==> src/rtl/region_memory_controller.sv <==
// rtl/region_memory_controller.sv - registered base/mask region decoder between the core LSU and region ports (optional MEMORY_CONTROLLER_TIMEOUT_EN)
module region_memory_controller #(
    parameter int REGION_COUNT   = 2,
    parameter int ADDRESS_WIDTH  = 32,
    parameter int DATA_WIDTH     = 32,
    parameter logic [REGION_COUNT*ADDRESS_WIDTH-1:0] REGION_BASES = {32'h1000_0000, 32'h0000_0000},
    parameter logic [REGION_COUNT*ADDRESS_WIDTH-1:0] REGION_MASKS = {32'hF000_0000, 32'hFF00_0000},
    parameter int TIMEOUT_CYCLES = 256
) (
    input  logic                                 clk,
    input  logic                                 rst,
    input  logic [ADDRESS_WIDTH-1:0]             coreAddress,
    input  logic [DATA_WIDTH/8-1:0]              coreByteSelect,
    input  logic                                 coreWriteEnable,
    input  logic                                 coreReadEnable,
    input  logic [DATA_WIDTH-1:0]                coreDataWrite,
    output logic [DATA_WIDTH-1:0]                coreDataRead,
    output logic                                 coreBusy,
    output logic                                 coreFault,
    output logic [REGION_COUNT*ADDRESS_WIDTH-1:0] regionAddress,
    output logic [REGION_COUNT*DATA_WIDTH/8-1:0] regionByteSelect,
    output logic [REGION_COUNT-1:0]              regionWriteEnable,
    output logic [REGION_COUNT-1:0]              regionReadEnable,
    output logic [REGION_COUNT*DATA_WIDTH-1:0]   regionDataWrite,
    input  logic [REGION_COUNT*DATA_WIDTH-1:0]   regionDataRead,
    input  logic [REGION_COUNT-1:0]              regionBusy
);
    localparam int BW    = DATA_WIDTH / 8;
    localparam int SEL_W = (REGION_COUNT > 1) ? $clog2(REGION_COUNT) : 1;

    typedef enum logic [1:0] {S_IDLE, S_ACCESS, S_RESPOND} state_t;

    state_t                   state_q, state_d;
    logic [SEL_W-1:0]         sel_q, sel_d;
    logic [ADDRESS_WIDTH-1:0] offset_q, offset_d;
    logic [BW-1:0]            be_q, be_d;
    logic [DATA_WIDTH-1:0]    wdata_q, wdata_d;
    logic                     write_q, write_d;
    logic [DATA_WIDTH-1:0]    rdata_q, rdata_d;
    logic                     fault_q, fault_d;

    logic                     request;
    logic                     hit;
    logic [SEL_W-1:0]         hit_idx;
    logic [ADDRESS_WIDTH-1:0] hit_offset;
    logic                     complete;
    logic                     timeout;

    assign request  = coreReadEnable | coreWriteEnable;
    assign complete = ~regionBusy[sel_q];

    // Scan from the top so the lowest matching index is the one left standing.
    always_comb begin
        hit        = 1'b0;
        hit_idx    = '0;
        hit_offset = '0;
        for (int i = REGION_COUNT - 1; i >= 0; i--) begin
            if ((coreAddress & REGION_MASKS[i*ADDRESS_WIDTH +: ADDRESS_WIDTH]) ==
                REGION_BASES[i*ADDRESS_WIDTH +: ADDRESS_WIDTH]) begin
                hit        = 1'b1;
                hit_idx    = SEL_W'(i);
                hit_offset = coreAddress & ~REGION_MASKS[i*ADDRESS_WIDTH +: ADDRESS_WIDTH];
            end
        end
    end

`ifdef MEMORY_CONTROLLER_TIMEOUT_EN
    localparam int CNT_W = $clog2(TIMEOUT_CYCLES + 1);
    logic [CNT_W-1:0] count_q, count_d;

    always_comb begin
        count_d = (state_q == S_ACCESS) ? count_q + 1'b1 : '0;
        timeout = (state_q == S_ACCESS) && !complete && (count_d == CNT_W'(TIMEOUT_CYCLES));
    end

    always_ff @(posedge clk) begin
        if (!rst) count_q <= '0;
        else      count_q <= count_d;
    end
`else
    assign timeout = 1'b0;
`endif

    always_ff @(posedge clk) begin
        if (!rst) state_q <= S_IDLE;
        else      state_q <= state_d;
    end

    always_comb begin
        state_d = state_q;
        case (state_q)
            S_IDLE:    if (request) state_d = hit ? S_ACCESS : S_RESPOND;
            S_ACCESS:  if (complete || timeout) state_d = S_RESPOND;
            S_RESPOND: state_d = S_IDLE;
            default:   state_d = S_IDLE;
        endcase
    end

    always_comb begin
        coreBusy          = 1'b0;
        regionAddress     = '0;
        regionByteSelect  = '0;
        regionWriteEnable = '0;
        regionReadEnable  = '0;
        regionDataWrite   = '0;
        if (rst) begin
            case (state_q)
                S_IDLE:   coreBusy = request;
                S_ACCESS: coreBusy = 1'b1;
                default:  coreBusy = 1'b0;
            endcase
        end
        for (int i = 0; i < REGION_COUNT; i++) begin
            if (state_q == S_ACCESS && sel_q == SEL_W'(i)) begin
                regionAddress[i*ADDRESS_WIDTH +: ADDRESS_WIDTH] = offset_q;
                regionByteSelect[i*BW +: BW]                    = be_q;
                regionDataWrite[i*DATA_WIDTH +: DATA_WIDTH]     = wdata_q;
                regionWriteEnable[i]                            = write_q;
                regionReadEnable[i]                             = ~write_q;
            end
        end
    end

    always_comb begin
        sel_d    = sel_q;
        offset_d = offset_q;
        be_d     = be_q;
        wdata_d  = wdata_q;
        write_d  = write_q;
        rdata_d  = rdata_q;
        fault_d  = 1'b0;
        case (state_q)
            S_IDLE: begin
                if (request && hit) begin
                    sel_d    = hit_idx;
                    offset_d = hit_offset;
                    be_d     = coreByteSelect;
                    wdata_d  = coreDataWrite;
                    write_d  = coreWriteEnable;
                end else if (request) begin
                    rdata_d = '1;
                    fault_d = 1'b1;
                end
            end
            S_ACCESS: begin
                if (complete) begin
                    rdata_d = regionDataRead[sel_q*DATA_WIDTH +: DATA_WIDTH];
                end else if (timeout) begin
                    rdata_d = '1;
                    fault_d = 1'b1;
                end
            end
            default: ;
        endcase
    end

    always_ff @(posedge clk) begin
        if (!rst) begin
            sel_q    <= '0;
            offset_q <= '0;
            be_q     <= '0;
            wdata_q  <= '0;
            write_q  <= 1'b0;
            rdata_q  <= '0;
            fault_q  <= 1'b0;
        end else begin
            sel_q    <= sel_d;
            offset_q <= offset_d;
            be_q     <= be_d;
            wdata_q  <= wdata_d;
            write_q  <= write_d;
            rdata_q  <= rdata_d;
            fault_q  <= fault_d;
        end
    end

    assign coreDataRead = rdata_q;
    assign coreFault    = fault_q;

endmodule
==> config.mk <==
export PLATFORM = sky130hd
export DESIGN_NAME = region_memory_controller
export DESIGN_NICKNAME = d
export VERILOG_FILES = /design/src/rtl/region_memory_controller.sv
export SDC_FILE = /design/constraint.sdc
export NUM_CORES = 1
export LEC_CHECK = 0
export CORE_ASPECT_RATIO = 1.2
export CORE_MARGIN = 2
export CORE_UTILIZATION = 35
export DETAILED_ROUTE_END_ITERATION = 6
export PLACE_DENSITY_LB_ADDON = 0.15
export SYNTH_ARGS = -nofsm -noshare
export SYNTH_HDL_FRONTEND = slang
export SYNTH_SLANG_ARGS = --single-unit
==> constraint.sdc <==
create_clock -name clk -period 1.53 [get_ports clk]
set_input_delay 0.306 -clock clk [delete_from_list [all_inputs] [get_ports clk]]
set_output_delay 0.306 -clock clk [all_outputs]
set_load 0.02 [all_outputs]
==> After elaboration in Yosys (flattened, before gate mapping) <==
Index checks and enable logic that the tools add are counted.
{ "totals": {"ff_bits": 105, "in_bits": 138, "out_inout_bits": 174, "wordCells": 58} }
{ "classes": {"magnitude_cmp": 1, "eq_ne": 5, "n_shift": 1, "n_mux": 28, "bitwise_logic": 5, "reduce_logical": 10} }
{ "op_table": {"columns": ["cell", "count"], "rows": [
  ["$mux W32", 7],
  ["$pmux W32 S2", 1],
  ["$shiftx A64 B7 Y32", 1],
  ["$mux W28", 2],
  ["$logic_not A32 Y1", 1],
  ["$mux W1", 11],
  ["$mux W4", 2],
  ["$mux W2", 3],
  ["$ne A2 B2 Y1 const B", 3],
  ["$eq A4 B1 Y1 const B", 1],
  ["$not A1 Y1", 4],
  ["$pmux W2 S2", 1],
  ["$reduce_and A2 Y1", 2],
  ["$reduce_and A4 Y1", 1],
  ["$logic_and A1 B1 Y1", 3],
  ["$reduce_or A3 Y1", 1],
  ["$eq A2 B1 Y1 const B", 1],
  ["$logic_not A2 Y1", 1],
  ["$lt A1 B2 Y1 const B", 1],
  ["$pmux W1 S2", 1],
  ["$reduce_bool A2 Y1", 1],
  ["$or A1 B1 Y1", 1]
]} }

==> Logic depth before layout (Yosys ltp) <==
{ "logic_depth": {"depth_word": 6, "mapped_depth": 6, "mapped_depth_nobuf": 4} }

==> Worst setup path before layout <==
OpenSTA, ideal clock, no wires.
{ "synth_timing": {"path_type": "reg-to-output", "from": "register sel_q", "to": "output port regionReadEnable[1]", "arrival_ns": 1.441, "t_required_ns": 1.224, "path_slack_ns": -0.217, "stages_incl_launch_ff": 6, "n_path_buf": 3, "path_cell_list": "dfxtp_1 buf_2 clkbuf_1 clkbuf_1 nand2_1 nor2_1"} }
{ "synth_between": {"elab_chain_cells": 2} }
{ "synth_lines": {"columns": ["item", "line_no", "source"], "rows": [
  ["start, declared", "34", "logic [SEL_W-1:0] sel_q, sel_d;"],
  ["start signal, assigned", "167", "sel_q <= sel_d;"],
  ["$logic_and A1 B1 Y1", "114", "if (state_q == S_ACCESS && sel_q == SEL_W'(i)) begin"],
  ["$mux W1", "114", null],
  ["end, declared", "23", "output logic [REGION_COUNT-1:0] regionReadEnable,"]
]} }
Every way passes these cells.

==> Worst setup path in the final report <==
{ "layout_timing": {"from": "register state_q[0]", "to": "output port regionDataWrite[60]"} }
{ "layout_between": {"elab_chain_cells": 3} }
{ "layout_lines": {"columns": ["item", "line_no", "source"], "rows": [
  ["start, declared", "33", "state_t state_q, state_d;"],
  ["start signal, assigned", "86", "else state_q <= state_d;"],
  ["$eq A2 B1 Y1", "114", null],
  ["$logic_and A1 B1 Y1", "114", null],
  ["$mux W32", "114", null],
  ["end, declared", "24", "output logic [REGION_COUNT*DATA_WIDTH-1:0] regionDataWrite,"]
]} }
Every way passes these cells.

==> flow_metrics.env <==
export IMPL_clkLatencyLatePin_ps=340
export IMPL_ir_drop_mv=0.494
export IMPL_holdPathStages=2
export IMPL_wl_per_cell_um=18.0
export IMPL_viasPerCell=5.02
export IMPL_ant_nets=0
export IMPL_wl_met2_um=11100
export IMPL_critPathArrivalTime_ps=1580
export IMPL_violations="negative setup slack"
export IMPL_clkPwrFrac_pct=36.6
export IMPL_r2r_end="coreDataRead[1]"
export IMPL_p_switching_w=0.00165
export IMPL_min_to="offset_q[26]"
export IMPL_cp_top_family="buffers and inverters"
export IMPL_seqPwrFrac_pct=43.3
export IMPL_r2r_start="state_q[0]"
export IMPL_cts_root_buf="clkbuf_16"
export IMPL_grt_use_total_pct=22.1
export IMPL_wl_um=20800
export IMPL_synth_edf_count=0
export IMPL_pwr_share_comb_pct=20.1
export IMPL_drc=0
export IMPL_drv_cap=0
export IMPL_clk_pin_slew_ps=70
export IMPL_hold_start="coreAddress[26]"
export IMPL_ys_ff_latch=101
export IMPL_fp_coreArea_sq_um=14900
export IMPL_slowest_stage="dfxtp_4"
export IMPL_ys_seq_area_share_pct=38.0
export IMPL_cts_htree_levels=3
export IMPL_die_y_um=139
export IMPL_status="complete, but fails checks"
export IMPL_finalCritPeriodShare_pct=123
export IMPL_route_met3_wl_um=1500
export IMPL_drive_above_1_share_pct=35.7
export IMPL_syn_avg_cell_area_sq_um=8.24
export IMPL_ys_types=28
export IMPL_synthToLayoutAreaGrowth_pct=85.6
export IMPL_final_core_util_pct=66.2
export IMPL_mostFrequentLayoutCells="126 x nand2_1, 126 x clkdlybuf4s50_1, 106 x buf_6"
export IMPL_synthesis_area_sq_um=5320
export IMPL_p_leak_nw=4.57
export IMPL_grt_pass1_wl_um=28300
export IMPL_skew_ps=7.42
export IMPL_finalNetCount=1086
export IMPL_holdWs_ps=249
export IMPL_max_clock_path_buffers=2
export IMPL_syn_inst=645
export IMPL_internal_power_w=0.00499
export IMPL_dr_first_iter_drc_count=221
export IMPL_place_gp_congestion=0.823
export IMPL_power_switching_share_pct=24.8
export IMPL_grt_max_degree=79
export IMPL_fin_crit_ps=1890
export IMPL_required_ps=1220
export IMPL_rsz0062_at_grt="yes"
export IMPL_p_per_area_nw_per_um2=673
export IMPL_fp_dieArea_sq_um=16200
export IMPL_grt_pass1_vias=5458
export IMPL_setup_viol=166
export IMPL_wl_met1_um=7630
export IMPL_cpPeakStageDelay_ps=370
export IMPL_die_w_um=117
export IMPL_top_layer="met4"
export IMPL_power_w=0.00664
export IMPL_final_max_slew_violation_count=0
export IMPL_cts_tree="done"
export IMPL_antenna_found_initial=2
export IMPL_synthFlopType="dfxtp_1"
export IMPL_yosys_warnings=0
export IMPL_gr_total_overflow=0
export IMPL_setup_ws_ps=-359
export IMPL_start_util_pct=35.7
export IMPL_cp_max_fo=5
export IMPL_hold_violations=0
export IMPL_dp_slack_ps=-733
export IMPL_cts_buffers_inserted=9
export IMPL_num_vias=5818
export IMPL_cts_num_sinks=101
export IMPL_worstRegToRegCells=8
export IMPL_r2r_slack_ps=-120
export IMPL_crit_buf_inv=3
export IMPL_crit_path_start="state_q[0]"
export IMPL_crit_path_cell_trace="nor2b_4 > buf_6 > clkbuf_16 > and3_1 > buf_4"
export IMPL_async_flop_share_pct=0
export IMPL_dr_pass1_iters=6
export IMPL_port_buffer_count=303
export IMPL_place_hpwl_um=13700
export IMPL_fmax_mhz=529
export IMPL_dpl_instance_area_sq_um=8640
export IMPL_holdCritPathClass="input port to flop"
export IMPL_stdcell_area_sq_um=9870
export IMPL_nFillCells=1248
export IMPL_rows=49
export IMPL_startpoint_type="flop"
export IMPL_ioPinCount=312
export IMPL_critPathCaptureType="output pin"
export IMPL_crit_type="flop to output pin"
power groups by stage:
stage	sequential [W]	combinational, W	clock, W
after global placement	0.00293	0.00127	0
after global routing	0.00289	0.00142	0.00260
final	0.00288	0.00133	0.00243
after CTS	0.00288	0.00132	0.00249
after detailed placement	0.00293	0.00129	0
after floorplan	0.00307	0.000405	0
worst max-delay path by stage:
stage / slack [ps] / to / cells after the start
after detailed placement: -730 / wdata_q[0] / 6
after floorplan: -100 / coreBusy / 3
after global placement: -710 / coreBusy / 4
final: -360 / regionDataWrite[60] / 5
after global routing: -420 / regionAddress[59] / 4
after CTS: -390 / regionDataWrite[31] / 6
cell usage after synthesis, types with 2 or more instances:
cell type | instances | area share, %
a32o_1 | 2 | 0.38
nor3_1 | 3 | 0.28
nor2_1 | 4 | 0.28
mux2i_1 | 62 | 12
nand2_1 | 126 | 8.9
nand3_1 | 97 | 9.1
and3_1 | 65 | 7.6
buf_4 | 9 | 1.3
and2_1 | 66 | 7.8
buf_2 | 8 | 0.75
buf_6 | 6 | 1.3
mux2_2 | 32 | 6.8
clkbuf_1 | 49 | 3.5
dfxtp_1 | 101 | 38
a32o_2 | 2 | 0.42
worst reg2reg max path, stage by stage, from the launching register on:
cell	delay (ps)
dfxtp_4	370
nor2b_4	240
buf_6	190
buf_6	130
buf_4	100
and2_2	200
clkbuf_16	200
nand3_1	90
nand3_1	90
layout make-up:
cell class	instances	area [sq um]	share of cell area (%)
diodes	2	5.00	0.0507
clock buffers	12	246	2.50
clock inverters	4	72.6	0.735
inverters	1	3.75	0.0380
multi-input cells	478	3310	33.6
flip-flops and latches	101	2030	20.6
well taps	204	255	2.59
repair buffers	357	3940	39.9
flip-flops by register name, indices dropped and copies added (netlist names):
name,cells
coreDataRead,32
wdata_q,32
offset_q,28
be_q,4
state_q,2
coreFault,1
sel_q,1
write_q,1
routing by layer:
metal	vias to the layer above	global-route usage, %
met4	0	7.96
met2	258	39.9
met3	41	6.38
li1	2780	-
met5	-	0
met1	2739	24.2
what timing repair did:
action	4_1_cts	5_1_grt
endpoints found under the setup margin	267	267
setup buffers	10	3
resized for setup	677	205
hold buffers	0	0
pin swaps	1	10
gates cloned	2	16
hold endpoints to repair	0	0
kinds of logic (layout without fill, tap and decap cells):
| kind of cell | after synthesis | after routing | synth area share (%) |
|---|---|---|---|
| AND/OR/NAND/NOR | 369 | 369 | 35.4 |
| flip-flops | 101 | 101 | 38.0 |
| multiplexers | 94 | 94 | 18.5 |
| buffers and inverters | 73 | 374 | 6.82 |
| AO/OA/AOI/OAI | 7 | 7 | 1.20 |
| other | 1 | 10 | 0.0705 |
metrics by stage:
step	cells	setup TNS (ps)
3_3_place_gp	1113	-108540
3_5_place_dp	1113	-113010
4_1_cts	1141	-70470
6_report	1159	-40170
2_1_floorplan	652	-255
5_1_grt	1158	-51970
(Power assumes the default switching activity.)
